## config.mk

```make
export PLATFORM = sky130hd
export DESIGN_NAME = fifo_wr_arbiter_flat
export DESIGN_NICKNAME = d
export VERILOG_FILES = /design/src/rtl/fifo_arb_pkg.sv /design/src/rtl/shared_pkg.sv /design/src/rtl/fifo_wr_arbiter_if.sv /design/src/rtl/rr_pick.sv /design/src/rtl/fifo_wr_arbiter.sv /design/src/flat_wrapper.sv
export SDC_FILE = /design/constraint.sdc
export NUM_CORES = 1
export LEC_CHECK = 0
export ABC_CLOCK_PERIOD_IN_PS = 1800
export BUFFER_PORTS_ARGS = -buffer_cell sky130_fd_sc_hd__buf_2
export CAP_MARGIN = 20
export CORE_MARGIN = 1.5
export CORE_UTILIZATION = 42
export DETAILED_ROUTE_END_ITERATION = 8
export GPL_TIMING_DRIVEN = 0
export PLACE_DENSITY = 0.77
export SLEW_MARGIN = 25
export SYNTH_ARGS = -nofsm -noshare
export SYNTH_HDL_FRONTEND = slang
export SYNTH_SLANG_ARGS = --single-unit
```

## constraint.sdc

```tcl
create_clock -name clk -period 1.8 [get_ports clk]
set_input_delay 0.09 -clock clk [delete_from_list [all_inputs] [get_ports clk]]
set_output_delay 0.09 -clock clk [all_outputs]
set_load 0.02 [all_outputs]
```

## src/rtl/fifo_arb_pkg.sv

```systemverilog
// Types and helpers for the FIFO write-port arbiter.
package fifo_arb_pkg;
    localparam int MAX_REQ = 8;

    typedef logic [2:0] req_idx_t;

    typedef enum logic [1:0] {
        IDLE  = 2'd0,
        ISSUE = 2'd1,
        WAIT  = 2'd2,
        HOLD  = 2'd3
    } arb_state_e;

    function automatic logic [MAX_REQ-1:0] onehot(input req_idx_t idx);
        logic [MAX_REQ-1:0] v;
        v      = '0;
        v[idx] = 1'b1;
        return v;
    endfunction
endpackage

```

## src/rtl/shared_pkg.sv

```systemverilog
// Parameters shared by every block on the FIFO write path.
package shared_pkg;
    localparam int FIFO_WIDTH = 16;
endpackage

```

## src/rtl/fifo_wr_arbiter_if.sv

```systemverilog
// Producer-side request/grant bus plus the FIFO write-side handshake.
interface fifo_wr_arbiter_if #(
    parameter int NUM_REQ    = 4,
    parameter int FIFO_WIDTH = shared_pkg::FIFO_WIDTH
);
    logic [NUM_REQ-1:0]            req;
    logic [NUM_REQ*FIFO_WIDTH-1:0] req_data;
    logic [NUM_REQ-1:0]            gnt;
    logic [NUM_REQ-1:0]            done;
    logic [NUM_REQ-1:0]            drop;
    logic                          fifo_wr_en;
    logic [FIFO_WIDTH-1:0]         fifo_data_in;
    logic                          fifo_full;
    logic                          fifo_wr_ack;
    logic                          fifo_overflow;

    modport master (
        input  req, req_data, fifo_full, fifo_wr_ack, fifo_overflow,
        output gnt, done, drop, fifo_wr_en, fifo_data_in
    );

    modport slave (
        output req, req_data, fifo_full, fifo_wr_ack, fifo_overflow,
        input  gnt, done, drop, fifo_wr_en, fifo_data_in
    );
endinterface

```

## src/rtl/rr_pick.sv

```systemverilog
// Rotate-priority picker: first set req at or after ptr_i, wrapping modulo NUM_REQ.
module rr_pick
    import fifo_arb_pkg::*;
#(
    parameter int NUM_REQ = 4
) (
    input  logic [NUM_REQ-1:0] req_i,
    input  req_idx_t           ptr_i,
    output logic               valid_o,
    output req_idx_t           idx_o
);
    logic [2*NUM_REQ-1:0] dbl;
    logic [NUM_REQ-1:0]   rot;

    // rot[k] is the request sitting k slots after the pointer
    assign dbl = {req_i, req_i};
    assign rot = NUM_REQ'(dbl >> ptr_i);

    always_comb begin
        valid_o = 1'b0;
        idx_o   = '0;
        for (int k = NUM_REQ - 1; k >= 0; k--) begin
            if (rot[k]) begin
                valid_o = 1'b1;
                idx_o   = req_idx_t'((int'(ptr_i) + k) % NUM_REQ);
            end
        end
    end
endmodule

```

## src/rtl/fifo_wr_arbiter.sv

```systemverilog
// Round-robin owner of one FIFO write port: req in IDLE -> fifo_wr_en next cycle -> done/drop the cycle after.
// No grant while fifo_full; an overflowed owner waits in HOLD for space and is dropped after MAX_RETRY attempts.
module fifo_wr_arbiter
    import fifo_arb_pkg::*;
#(
    parameter int NUM_REQ    = 4,
    parameter int FIFO_WIDTH = shared_pkg::FIFO_WIDTH,
    parameter int MAX_RETRY  = 3,
    parameter int CNT_WIDTH  = 8
) (
    input  logic                 clk,
    input  logic                 rst_n,
    fifo_wr_arbiter_if.master    bus,
    output logic                 busy,
    output logic [CNT_WIDTH-1:0] wr_cnt,
    output logic [CNT_WIDTH-1:0] drop_cnt
);
    localparam int                   RETRY_W  = $clog2(MAX_RETRY + 1);
    localparam logic [RETRY_W-1:0]   LAST_TRY = RETRY_W'(MAX_RETRY - 1);
    localparam req_idx_t             LAST_IDX = req_idx_t'(NUM_REQ - 1);

    arb_state_e            state_q, state_d;
    req_idx_t              owner_q, owner_d;
    req_idx_t              rr_ptr_q, rr_ptr_d;
    req_idx_t              pick_idx, next_ptr;
    logic [FIFO_WIDTH-1:0] data_q, data_d;
    logic [RETRY_W-1:0]    retry_q, retry_d;
    logic [CNT_WIDTH-1:0]  wr_cnt_q, wr_cnt_d;
    logic [CNT_WIDTH-1:0]  drop_cnt_q, drop_cnt_d;
    logic                  pick_vld, nak, done_hit, drop_hit;
    logic [NUM_REQ-1:0]    owner_oh;

    rr_pick #(.NUM_REQ(NUM_REQ)) u_pick (
        .req_i   (bus.req),
        .ptr_i   (rr_ptr_q),
        .valid_o (pick_vld),
        .idx_o   (pick_idx)
    );

    assign owner_oh = NUM_REQ'(onehot(owner_q));
    assign next_ptr = (owner_q == LAST_IDX) ? '0 : owner_q + 1'b1;
    // A missing response is handled exactly like an overflow
    assign nak      = bus.fifo_overflow | ~bus.fifo_wr_ack;

    always_ff @(posedge clk or negedge rst_n) begin
        if (!rst_n) begin
            state_q    <= IDLE;
            owner_q    <= '0;
            rr_ptr_q   <= '0;
            data_q     <= '0;
            retry_q    <= '0;
            wr_cnt_q   <= '0;
            drop_cnt_q <= '0;
        end else begin
            state_q    <= state_d;
            owner_q    <= owner_d;
            rr_ptr_q   <= rr_ptr_d;
            data_q     <= data_d;
            retry_q    <= retry_d;
            wr_cnt_q   <= wr_cnt_d;
            drop_cnt_q <= drop_cnt_d;
        end
    end

    always_comb begin
        state_d    = state_q;
        owner_d    = owner_q;
        rr_ptr_d   = rr_ptr_q;
        data_d     = data_q;
        retry_d    = retry_q;
        wr_cnt_d   = wr_cnt_q;
        drop_cnt_d = drop_cnt_q;
        done_hit   = 1'b0;
        drop_hit   = 1'b0;
        case (state_q)
            IDLE: begin
                if (pick_vld && !bus.fifo_full) begin
                    owner_d = pick_idx;
                    data_d  = bus.req_data[int'(pick_idx)*FIFO_WIDTH +: FIFO_WIDTH];
                    retry_d = '0;
                    state_d = ISSUE;
                end
            end
            ISSUE: state_d = WAIT;
            WAIT: begin
                if (bus.fifo_wr_ack) begin
                    done_hit = 1'b1;
                    rr_ptr_d = next_ptr;
                    state_d  = IDLE;
                    if (wr_cnt_q != '1) wr_cnt_d = wr_cnt_q + 1'b1;
                end else if (nak && retry_q == LAST_TRY) begin
                    drop_hit = 1'b1;
                    rr_ptr_d = next_ptr;
                    state_d  = IDLE;
                    if (drop_cnt_q != '1) drop_cnt_d = drop_cnt_q + 1'b1;
                end else begin
                    // Pointer stays put so the owner keeps the port through its retries
                    retry_d = retry_q + 1'b1;
                    state_d = HOLD;
                end
            end
            HOLD: begin
                if (!bus.fifo_full) state_d = ISSUE;
            end
            default: state_d = IDLE;
        endcase
    end

    assign busy             = (state_q != IDLE);
    assign bus.gnt          = busy ? owner_oh : '0;
    assign bus.done         = done_hit ? owner_oh : '0;
    assign bus.drop         = drop_hit ? owner_oh : '0;
    assign bus.fifo_wr_en   = (state_q == ISSUE);
    assign bus.fifo_data_in = data_q;
    assign wr_cnt           = wr_cnt_q;
    assign drop_cnt         = drop_cnt_q;
endmodule

```

## src/flat_wrapper.sv

```systemverilog
// flat-port wrapper written by rule: the top's interface ports become plain ports
module fifo_wr_arbiter_flat import fifo_arb_pkg::*;
#(
    parameter int NUM_REQ    = 4,
    parameter int FIFO_WIDTH = shared_pkg::FIFO_WIDTH,
    parameter int MAX_RETRY  = 3,
    parameter int CNT_WIDTH  = 8
)
  (clk, rst_n, busy, wr_cnt, drop_cnt, bus_req, bus_req_data, bus_fifo_full, bus_fifo_wr_ack, bus_fifo_overflow, bus_gnt, bus_done, bus_drop, bus_fifo_wr_en, bus_fifo_data_in);
  fifo_wr_arbiter_if #(.NUM_REQ(NUM_REQ), .FIFO_WIDTH(FIFO_WIDTH)) bus_i ();
  input  logic clk;
  input  logic rst_n;
  output logic busy;
  output logic [CNT_WIDTH-1:0] wr_cnt;
  output logic [CNT_WIDTH-1:0] drop_cnt;
  input wire logic [$bits(bus_i.req)-1:0] bus_req;
  input wire logic [$bits(bus_i.req_data)-1:0] bus_req_data;
  input wire logic [$bits(bus_i.fifo_full)-1:0] bus_fifo_full;
  input wire logic [$bits(bus_i.fifo_wr_ack)-1:0] bus_fifo_wr_ack;
  input wire logic [$bits(bus_i.fifo_overflow)-1:0] bus_fifo_overflow;
  output wire logic [$bits(bus_i.gnt)-1:0] bus_gnt;
  output wire logic [$bits(bus_i.done)-1:0] bus_done;
  output wire logic [$bits(bus_i.drop)-1:0] bus_drop;
  output wire logic [$bits(bus_i.fifo_wr_en)-1:0] bus_fifo_wr_en;
  output wire logic [$bits(bus_i.fifo_data_in)-1:0] bus_fifo_data_in;
  assign bus_i.req = bus_req;
  assign bus_i.req_data = bus_req_data;
  assign bus_i.fifo_full = bus_fifo_full;
  assign bus_i.fifo_wr_ack = bus_fifo_wr_ack;
  assign bus_i.fifo_overflow = bus_fifo_overflow;
  assign bus_gnt = bus_i.gnt;
  assign bus_done = bus_i.done;
  assign bus_drop = bus_i.drop;
  assign bus_fifo_wr_en = bus_i.fifo_wr_en;
  assign bus_fifo_data_in = bus_i.fifo_data_in;
  fifo_wr_arbiter #(.NUM_REQ(NUM_REQ), .FIFO_WIDTH(FIFO_WIDTH), .MAX_RETRY(MAX_RETRY), .CNT_WIDTH(CNT_WIDTH)) u_core (.clk(clk), .rst_n(rst_n), .bus(bus_i), .busy(busy), .wr_cnt(wr_cnt), .drop_cnt(drop_cnt));
endmodule
```

==> impl_metrics.json, run 1 <==
{
  "synth-seq-area-share_pct": 41.8,
  "drt-pass1-iter-count": 4,
  "rows": 27,
  "crit_chain": "a21o_1 > a21oi_1 > o22ai_1 > nand3_1 > buf_2 > o221ai_1",
  "yosysWarnings": 0,
  "startpoint": "u_core.rr_ptr_q[1]",
  "cpMaxStageDelayCell": "dfrtp_1",
  "initialDrtViolationCount": 138,
  "clockBufferDepth": 2,
  "dp_cells": 418,
  "syn_nets": 314,
  "path_buf_inv": 1,
  "core_area_sq_um": 5510,
  "grt_start_max_net_pins": 41,
  "path_max_fanout": 10,
  "initial_utilization_pct": 43.5,
  "clk_latency_ns": 0.29,
  "post-dp-hpwl_um": 4600,
  "slew_headroom_pct": 40.5,
  "worstPathArrival_ns": 1.87,
  "grt_usage_pct": 19.8,
  "synth.distinct_cells": 41,
  "dieArea_sq_um": 6160,
  "viasPerCell": 5.12,
  "finClkSkew_ns": 0.00326,
  "endpoint_kind": "flip-flop",
  "period_share_pct": 95.2,
  "synthCells": 230,
  "layout-drive-gt1-share_pct": 43.1,
  "antenna_cells": 0,
  "ioPinCount": 119,
  "holdCritStartpoint": "bus_req_data[58]",
  "clockRootBuffer": "clkbuf_8",
  "required_ns": 1.96,
  "cts_sinks": 40,
  "synth-seq-cells": 40,
  "syn-cell-area_sq_um": 2390,
  "cts_buffers": 5,
  "gr-total-overflow": 0,
  "grt_pass1_wl_um": 9740,
  "critPathLaunchType": "flip-flop",
  "layout_min_cycle_time_ns": 1.71,
  "tritoncts": "yes",
  "syn_area_per_cell_sq_um": 10.4,
  "peakVddDrop_uv": 595,
  "fin_cells": 434,
  "path_clk_slew_ns": 0.08,
  "use_met1_pct": 25.6,
  "grt_pass1_vias": 2089,
  "gp_congestion": 0.794,
  "cap_violations": 0,
  "antenna_found_initial": 0,
  "h-tree-depth": 2,
  "multi_input_area_sq_um": 1320,
  "crit_family": "compound AO/OA/AOI/OAI gates",
  "dieWidth_um": 78.5,
  "finish.utilization_pct": 60.1,
  "postRouteAntennaNets": 0,
  "r2r-start": "u_core.rr_ptr_q[1]",
  "setup_tns_ns": 0,
  "layout.nets": 445,
  "clock.fmax_mhz": 584,
  "p_leak_uw": 0.00187,
  "setup_viol": 0,
  "finalHoldViolCount": 0,
  "critPathKind": "flip-flop to flip-flop",
  "p_per_area_nw_per_um2": 1370,
  "use_met2_pct": 33.6,
  "slew_viol_final": 0,
  "vias": 2222,
  "post_dp_cell_area_sq_um": 3070,
  "fin_hold_ws_ns": 0.117,
  "status": "complete, no violations",
  "fillCellCount": 496,
  "die_h_um": 78.5,
  "io_buffers": 116,
  "hold_class": "input pin to flip-flop",
  "area_delta_synth_final_pct": 38.1,
  "top_usage_layer": "met2",
  "wl_per_cell_um": 14.3,
  "seqCellArea_sq_um": 1000,
  "wl_um": 6190,
  "drcViolationCount": 0,
  "worst_slew_pin_slew_ns": 0.893,
  "design_area_sq_um": 3310,
  "grtUsageMet3_pct": 3.49,
  "slowest_delay_ns": 0.43
}
-- where the power goes --
part	internal (uW)	switching [uW]	total, uW
Sequential	1200	230	1430
Combinational	1010	1300	2310
Clock	489	306	796
Total	2700	1830	4530
-- metal layers --
| layer | share of wire (%) | wire length, um |
|---|---|---|
| met1 | 42 | 2630 |
| met2 | 53 | 3290 |
| met3 | 3.5 | 215 |
| met4 | 0.92 | 57 |
| met5 | 0 | 0 |
-- cell usage after synthesis, drive strengths merged --
master	count	area, sq um
dfrtp	40	1000
mux2i	33	330
nand2	33	124
o221ai	16	140
inv	12	45.0
ha	11	138
buf	9	70.1
xnor2	9	78.8
and3	7	43.8
nor2	7	28.8
a21oi	5	25.0
nand3	5	25.0
xor2	5	43.8
and2	4	25.0
nor2b	4	25.0
o21ai	4	20.0
mux2	3	33.8
a221o	2	20.0
nand4	2	12.5
o22ai	2	26.3
a21o	1	7.51
a221oi	1	15.0
a31oi	1	6.26
a41o	1	10.0
a41oi	1	8.76
and3b	1	8.76
and4	1	8.76
clkbuf	1	5.00
nand2b	1	6.26
nor3	1	5.00
nor4	1	6.26
nor4b	1	8.76
o21bai	1	7.51
o221a	1	11.3
o31a	1	10.0
o31ai	1	7.51
or2	1	6.26
-- kinds of logic after synthesis --
kind of cell    count (synthesis)  share of synthesized area, %
simple gates                   69                          13.9
fa+ha+maj                      11                          5.75
mux                            36                          15.2
buf+inv                        22                          5.02
flops                          40                          41.8
compound gates                 38                          13.2
xor+xnor                       14                          5.12
-- worst register-to-register path, delay by kind of cell (launching register included) --
family          cells  cell delay [ns]
buf+inv             1             0.31
compound gates      4             0.58
flops               1             0.43
simple gates        1             0.26
-- metrics by stage --
stage | power, uW | worst slack (ns)
after detailed placement | 3610 | -0.129
final | 4530 | 0.0866
after global routing | 4870 | -0.00200
after global placement | 3550 | -0.107
after CTS | 4450 | 0.00691
after floorplan | 2930 | 0.0174
-- cell usage in the layout (no fill, tap or decap), types with 2 or more instances in the layout --
master	instances
inv_1	10
nand2_1	33
buf_4	7
dfrtp_1	40
nor2_1	6
a21oi_1	5
clkbuf_8	7
o221ai_1	16
mux2i_1	33
xnor2_1	9
and3_1	7
nand4_1	2
nor2b_1	4
mux2_2	3
o21ai_0	4
nand3_1	5
and2_1	4
inv_2	2
xor2_1	5
buf_2	120
buf_6	5
ha_1	9
a221o_1	2
-- registers in the layout, indices dropped and copies added, names as in the netlist --
register and flops:
u_core.bus.fifo_data_in 16, u_core.drop_cnt 8, u_core.owner_q 2, u_core.retry_q 2
u_core.rr_ptr_q 2, u_core.state_q 2, u_core.wr_cnt 8
-- path summary, 6_finish.rpt --
check                           slack (ns)                           to  cells after the start
max in group asynchronous             0.78   u_core.bus.fifo_data_in[0]                      2
worst max-delay path                  0.09  u_core.bus.fifo_data_in[13]                      6
min in group asynchronous             0.46             u_core.wr_cnt[1]                      2
worst min register to register        0.49  u_core.bus.fifo_data_in[11]                      2
worst min-delay path                  0.12  u_core.bus.fifo_data_in[10]                      3
worst max register to register        0.09  u_core.bus.fifo_data_in[13]                      6
-- area by class of cell --
class	instances	area share [%]
Inverter	12	1.36
Timing Repair Buffer	124	19.4
Sequential cell	40	30.3
Tap cell	72	2.72
Multi-Input combinational cell	168	39.9
Buffer	10	2.46
Clock buffer	7	2.91
Clock inverter	1	0.908
-- repair_timing --
| action | in CTS | in global routing |
|---|---|---|
| pin swaps | 1 | 2 |
| gates cloned | 0 | 0 |
| resized for setup | 6 | 5 |
| hold buffers | 1 | 0 |
| setup endpoints to repair | 14 | 20 |
| hold endpoints to repair | 40 | 0 |
| buffers inserted | 0 | 7 |
Note: power is estimated with default switching activity, not from simulation.
==> run 2, diff against run 1 <==
--- a/config.mk
+++ b/config.mk
@@ -13,6 +13,7 @@
 export DETAILED_ROUTE_END_ITERATION = 8
 export GPL_TIMING_DRIVEN = 0
 export PLACE_DENSITY = 0.77
+export RECOVER_POWER = 50
 export SLEW_MARGIN = 25
 export SYNTH_ARGS = -nofsm -noshare
 export SYNTH_HDL_FRONTEND = slang
==> run 2 against run 1 <==
Clock skew increased by 0.00058 ns. Sequential power about the same. Combinational power decreased by 3%. Largest cell class unchanged. Largest power group unchanged. Highest routed layer unchanged.
==> impl_metrics.json, run 2 (synthesis gave the netlist of run 1 again) <==
{
  "p_int_uw": 2640,
  "viasPerCell": 5.14,
  "clock.fmax_mhz": 580,
  "fin_hold_ws_ns": 0.116,
  "grt_pass1_vias": 2089,
  "wl_per_cell_um": 14.2,
  "path_max_fanout": 10,
  "multi_input_area_sq_um": 1320,
  "grt_start_max_net_pins": 41,
  "drt-pass1-iter-count": 4,
  "setup_ws_ns": 0.0767,
  "r2r_cells": 6,
  "core_area_sq_um": 5510,
  "path_clk_slew_ns": 0.08,
  "status": "complete, no violations",
  "grt_usage_pct": 19.8,
  "drcViolationCount": 0,
  "place_ws_ns": -0.129,
  "r2r_end": "u_core.bus.fifo_data_in[13]",
  "clock_power_share_pct": 17.7,
  "dp_cells": 418,
  "slew_headroom_pct": 33.8,
  "cpMaxStageDelayCell": "dfrtp_1",
  "gp_congestion": 0.794,
  "grt_pass1_wl_um": 9740,
  "switching_share_pct": 41.1,
  "dieArea_sq_um": 6160,
  "cts_sinks": 40,
  "final_common_cell": "buf_2",
  "die_h_um": 78.5,
  "seqCellArea_sq_um": 1000,
  "ioPinCount": 119,
  "slowest_delay_ns": 0.44,
  "finalPower_uw": 4480,
  "most-common-layout-cells": "87 x buf_2, 40 x dfrtp_1, 33 x nand2_1, 33 x mux2i_1, 32 x clkbuf_1",
  "fillCellCount": 508,
  "layout-drive-gt1-share_pct": 34.3,
  "critPathLaunchType": "flip-flop",
  "setup_viol": 0,
  "antenna_cells": 0,
  "sequentialPowerShare_pct": 32.1,
  "antenna_found_initial": 0,
  "wl_um": 6180,
  "p_leak_uw": 0.00175,
  "worstPathArrival_ns": 1.88,
  "hold_depth": 3,
  "clockBufferDepth": 2,
  "p_comb_share_pct": 50.2,
  "setup_tns_ns": 0,
  "gr-total-overflow": 0,
  "h-tree-depth": 2,
  "finClkSkew_ns": 0.00384,
  "endpoint_kind": "flip-flop",
  "clk_latency_ns": 0.29,
  "crit_chain": "a21o_1 > a21oi_1 > o22ai_1 > nand3_1 > buf_2 > o221ai_1",
  "period_share_pct": 95.7,
  "vias": 2232,
  "finalHoldViolCount": 0,
  "switchingPower_uw": 1840,
  "reg2reg_slack_ns": 0.08,
  "r2r-start": "u_core.rr_ptr_q[1]",
  "cts_buffers": 5,
  "post-dp-hpwl_um": 4600,
  "area_delta_synth_final_pct": 36.5,
  "clockRootBuffer": "clkbuf_8",
  "initial_utilization_pct": 43.5,
  "postRouteAntennaNets": 0,
  "worst_slew_pin_slew_ns": 0.992,
  "whs_endpoint": "u_core.bus.fifo_data_in[10]",
  "critPathKind": "flip-flop to flip-flop",
  "slew_viol_final": 0,
  "required_ns": 1.96,
  "dieWidth_um": 78.5,
  "initialDrtViolationCount": 131,
  "largest_reg_flops": 16,
  "cap_violations": 0,
  "peakVddDrop_uv": 594,
  "layout.nets": 445,
  "holdCritStartpoint": "bus_req_data[58]",
  "hold_class": "input pin to flip-flop",
  "layout_min_cycle_time_ns": 1.72,
  "tritoncts": "yes",
  "io_buffers": 116,
  "fin_cells": 434,
  "rows": 27,
  "p_per_area_nw_per_um2": 1370
}
==> run 2: changes by cell type in the layout (fill, tap and decap cells not counted) <==
cell      delta
buf_2       -33
clkbuf_1    +32
clkbuf_2     +1
==> run 2: how the worst max path moves through the flow <==
stage / from / end / slack, ns / depth (start not counted)
finish: u_core.rr_ptr_q[1] / u_core.bus.fifo_data_in[13] / 0.08 / 6
global route: u_core.state_q[0] / u_core.wr_cnt[7] / -0.002 / 8
CTS: u_core.state_q[0] / u_core.wr_cnt[5] / 0.007 / 8
detailed placement: u_core.state_q[0] / u_core.wr_cnt[5] / -0.13 / 8
global placement: u_core.state_q[0] / u_core.wr_cnt[5] / -0.11 / 8
floorplan: u_core.wr_cnt[0] / u_core.wr_cnt[7] / 0.02 / 6
==> run 2: timing repair <==
item	4_1_cts	5_1_grt
buffers inserted	0	7
hold buffers	1	0
pin swaps	1	2
endpoints found under the hold margin	40	0
setup endpoints to repair	14	20
resized for setup	6	5
==> run 2: per-layer routing <==
layer,track usage [%],wire length (um),vias to the layer above
li1,-,-,1089
met1,25.6,2620,1077
met2,33.6,3270,62
met3,3.49,227,4
met4,6.25,57,0
met5,0,0,-
==> run 2: area by class of cell <==
class,instances,area share [%]
Clock buffer,7,2.95
Tap cell,72,2.76
Sequential cell,40,30.6
Multi-Input combinational cell,168,40.4
Inverter,12,1.38
Clock inverter,1,0.919
Buffer,10,2.49
Timing Repair Buffer,124,18.5
==> run 2: worst max-delay path, delay by kind of cell, from the launching register on <==
| family | cells | cell delay, ns |
|---|---|---|
| compound gates | 4 | 0.58 |
| flops | 1 | 0.44 |
| buf+inv | 1 | 0.31 |
| simple gates | 1 | 0.27 |
==> run 2: through the flow <==
step	area, sq um	utilization, %
floorplan	2400	-
detailed placement	3070	55.8
global route	3270	59.4
CTS	3230	58.7
finish	3270	59.4
global placement	3070	55.8
==> run 2: power groups by stage <==
stage               clock [uW]  combinational, uW  sequential (uW)
floorplan                    0               1250             1680
global placement             0               2140             1420
detailed placement           0               2170             1440
CTS                        818               2210             1430
global route               864               2460             1480
finish                     795               2250             1440
==> run 3, diff against run 2 <==
--- a/config.mk
+++ b/config.mk
@@ -5,11 +5,12 @@
 export SDC_FILE = /design/constraint.sdc
 export NUM_CORES = 1
 export LEC_CHECK = 0
+export ABC_AREA = 1
 export ABC_CLOCK_PERIOD_IN_PS = 1800
 export BUFFER_PORTS_ARGS = -buffer_cell sky130_fd_sc_hd__buf_2
 export CAP_MARGIN = 20
 export CORE_MARGIN = 1.5
-export CORE_UTILIZATION = 42
+export CORE_UTILIZATION = 43
 export DETAILED_ROUTE_END_ITERATION = 8
 export GPL_TIMING_DRIVEN = 0
 export PLACE_DENSITY = 0.77
==> run 3 against run 2 <==
The run now ends with setup timing left. Synthesized cell count increased by 63%. First-iteration DRC count decreased by 19%. Clock-buffer cell count unchanged. Critical path depth increased by 7. Hold slack improved by 0.011 ns. Clock skew about the same. Power increased by 71%. Final cell count increased by 35%. Core utilization increased by 5.7 points. Die area increased by 10%. Combinational power increased by 140%. Routed wire length increased by 28%. Critical endpoint is now u_core.bus.fifo_data_in[7]. Highest routed layer unchanged.
==> impl_metrics.json, run 3 <==
{
  "status": "finished, violations left",
  "violations": "setup timing",
  "drt-pass1-iter-count": 4,
  "slew_viol_final": 0,
  "dieArea_sq_um": 6790,
  "startpoint": "u_core.rr_ptr_q[0]",
  "r2r_cells": 13,
  "initialDrtViolationCount": 106,
  "critPathLaunchType": "flip-flop",
  "ioPinCount": 119,
  "area_delta_synth_final_pct": 43.6,
  "grt_usage_pct": 21.6,
  "clockRootBuffer": "clkbuf_8",
  "antenna_found_initial": 0,
  "critPathKind": "flip-flop to flip-flop",
  "setup_ws_ns": -0.00905,
  "setup_tns_ns": -0.00905,
  "switchingPower_uw": 3830,
  "rsz0062_at_grt": "true",
  "async_flop_share_pct": 100,
  "vias": 2995,
  "switching_share_pct": 49.9,
  "tritoncts": "yes",
  "clk_latency_ns": 0.28,
  "yosysTopAreaCell": "dfrtp_1",
  "peakVddDrop_uv": 1140,
  "p_comb_share_pct": 69.9,
  "synth_top_area_share_pct": 36.9,
  "final_common_cell": "nand2_1",
  "synth-seq-area-share_pct": 36.9,
  "worstPathArrival_ns": 1.99,
  "rows": 28,
  "cts_buffers": 5,
  "finalHoldViolCount": 0,
  "largest_reg_flops": 16,
  "wl_um": 7880,
  "p_per_area_nw_per_um2": 1970,
  "yosysWarnings": 0,
  "syn_nets": 460,
  "path_max_fanout": 10,
  "post-dp-hpwl_um": 5680,
  "path_clk_slew_ns": 0.08,
  "synthCells": 376,
  "synth-seq-cells": 40,
  "endpoint_kind": "flip-flop",
  "yosysMostFrequentCell": "nand2_1",
  "hold_class": "input pin to flip-flop",
  "gr-total-overflow": 0,
  "initial_utilization_pct": 45.3,
  "cts_sinks": 40,
  "gp_congestion": 0.839,
  "yosys.area_share.adder_pct": 5.07,
  "layout.nets": 594,
  "grt_pass1_wl_um": 11200,
  "r2r-start": "u_core.rr_ptr_q[0]",
  "clockBufferDepth": 2,
  "slew_headroom_pct": 34.1,
  "viasPerCell": 5.11,
  "fin_hold_ws_ns": 0.128,
  "ys_top_cells_by_count": "98 x nand2_1, 68 x nand3_1, 42 x nor2_1",
  "fin_cells": 586,
  "die_h_um": 82.4,
  "layout-drive-gt1-share_pct": 33.9,
  "layout_min_cycle_time_ns": 1.81,
  "syn-cell-area_sq_um": 2710,
  "p_leak_uw": 0.00205,
  "synth_top_family_by_area": "simple AND/OR/NAND/NOR gates",
  "synthXorXnorAreaFrac_pct": 4.52,
  "most-common-layout-cells": "87 x nand2_1, 82 x buf_2, 58 x nand3_1, 39 x dfrtp_1, 38 x nor2_1",
  "p_int_uw": 3840,
  "h-tree-depth": 2,
  "antenna_cells": 0,
  "reg2reg_slack_ns": -0.009,
  "required_ns": 1.98,
  "yosys_most_used_dff": "dfrtp_1",
  "postRouteAntennaNets": 0,
  "fillCellCount": 534,
  "r2r_end": "u_core.bus.fifo_data_in[7]",
  "synthSimpleGateAreaFrac_pct": 39.6,
  "cap_violations": 0,
  "clock.fmax_mhz": 553,
  "synthTopCellsByArea": "dfrtp_1 37%, nand2_1 14%, nand3_1 13%",
  "dp_cells": 568,
  "clock_power_share_pct": 10.4,
  "setup_viol": 1,
  "wl_per_cell_um": 13.4,
  "worst_slew_pin_slew_ns": 0.989,
  "period_share_pct": 101,
  "grt_pass1_vias": 2540,
  "syn_area_per_cell_sq_um": 7.21,
  "dieWidth_um": 82.4,
  "synth.distinct_cells": 28,
  "synth-edff-count": 0,
  "endpoint": "u_core.bus.fifo_data_in[7]",
  "synth-compound-area-share_pct": 4.66,
  "synth.mux.area_fraction_pct": 0.830,
  "grt_start_max_net_pins": 41,
  "core_area_sq_um": 5990,
  "io_buffers": 117,
  "drcViolationCount": 0,
  "sequentialPowerShare_pct": 19.8,
  "finClkSkew_ns": 0.00381
}
run 3: cells by family (layout without fill, tap and decap cells):
logic type / after synthesis / count (layout)
AND/OR/NAND/NOR: 238 / 238
flip-flops: 40 / 40
adder cells (fa/ha/maj): 11 / 11
buffers and inverters: 47 / 182
AO/OA/AOI/OAI: 24 / 24
multiplexers: 2 / 2
XOR/XNOR: 14 / 14
run 3: final cells by class:
class | count | area (sq um) | share of cell area [%]
tap | 75 | 93.8 | 2.41
clock inverter | 1 | 30.0 | 0.771
timing repair buffer | 127 | 663 | 17.0
inverter | 35 | 145 | 3.73
buffer | 12 | 135 | 3.47
multi-input combinational | 289 | 1730 | 44.4
clock buffer | 7 | 96.3 | 2.47
sequential | 40 | 1000 | 25.7
run 3: worst min path at each step:
stage	from	end	slack, ns	depth (start not counted)
after floorplan	rst_n	u_core.bus.fifo_data_in[0]	-0.21	0
after global placement	rst_n	u_core.drop_cnt[6]	0.27	1
after detailed placement	rst_n	u_core.drop_cnt[7]	0.27	1
after CTS	bus_req_data[9]	u_core.bus.fifo_data_in[9]	0.12	5
after global routing	bus_req_data[43]	u_core.bus.fifo_data_in[11]	0.15	5
final	bus_req_data[2]	u_core.bus.fifo_data_in[2]	0.13	5
run 3: what timing repair did:
item                                   CTS  global route
cloned                                   0             2
buffers inserted                         0             7
hold buffers                             1             0
endpoints found under the hold margin   40             0
resized for setup                       13            65
setup endpoints to repair               24            26
pin swaps                                0            12
run 3: metal layers:
metal | global-route usage (%) | routed length [um] | vias to the layer above
met5 | 0 | 0 | -
met3 | 3.74 | 579 | 4
met1 | 27.4 | 3320 | 1372
met4 | 7.46 | 34 | 0
met2 | 36.9 | 3950 | 141
li1 | - | - | 1478
run 3: per-stage QoR:
stage	worst slack (ns)	power [uW]	util (%)	instance area, sq um
floorplan	0.131	4570	-	2710
CTS	-0.0197	6660	59.8	3580
global placement	-0.110	5610	56.6	3390
global route	-0.0794	8190	65.0	3890
finish	-0.00905	7670	65.0	3890
detailed placement	-0.150	5700	56.6	3390
run 3: power groups by stage:
stage | Clock, uW | Combinational, uW | Sequential, uW
after global routing | 854 | 5780 | 1550
after floorplan | 0 | 2810 | 1760
after CTS | 817 | 4350 | 1490
after global placement | 0 | 4120 | 1490
after detailed placement | 0 | 4200 | 1500
final | 795 | 5360 | 1510
run 3: worst max-delay path, cell delays in order, from the launching register on:
cell and delay, ns:
dfrtp_1 0.35, buf_6 0.16, clkinv_8 0.09, nand2_4 0.08
nand3_2 0.11, nand2_4 0.10, nand2_4 0.06, nand2_2 0.08
nand2_4 0.10, clkbuf_4 0.20, nand3_1 0.08, nand3_1 0.11
nand3_1 0.11, nand2_1 0.05
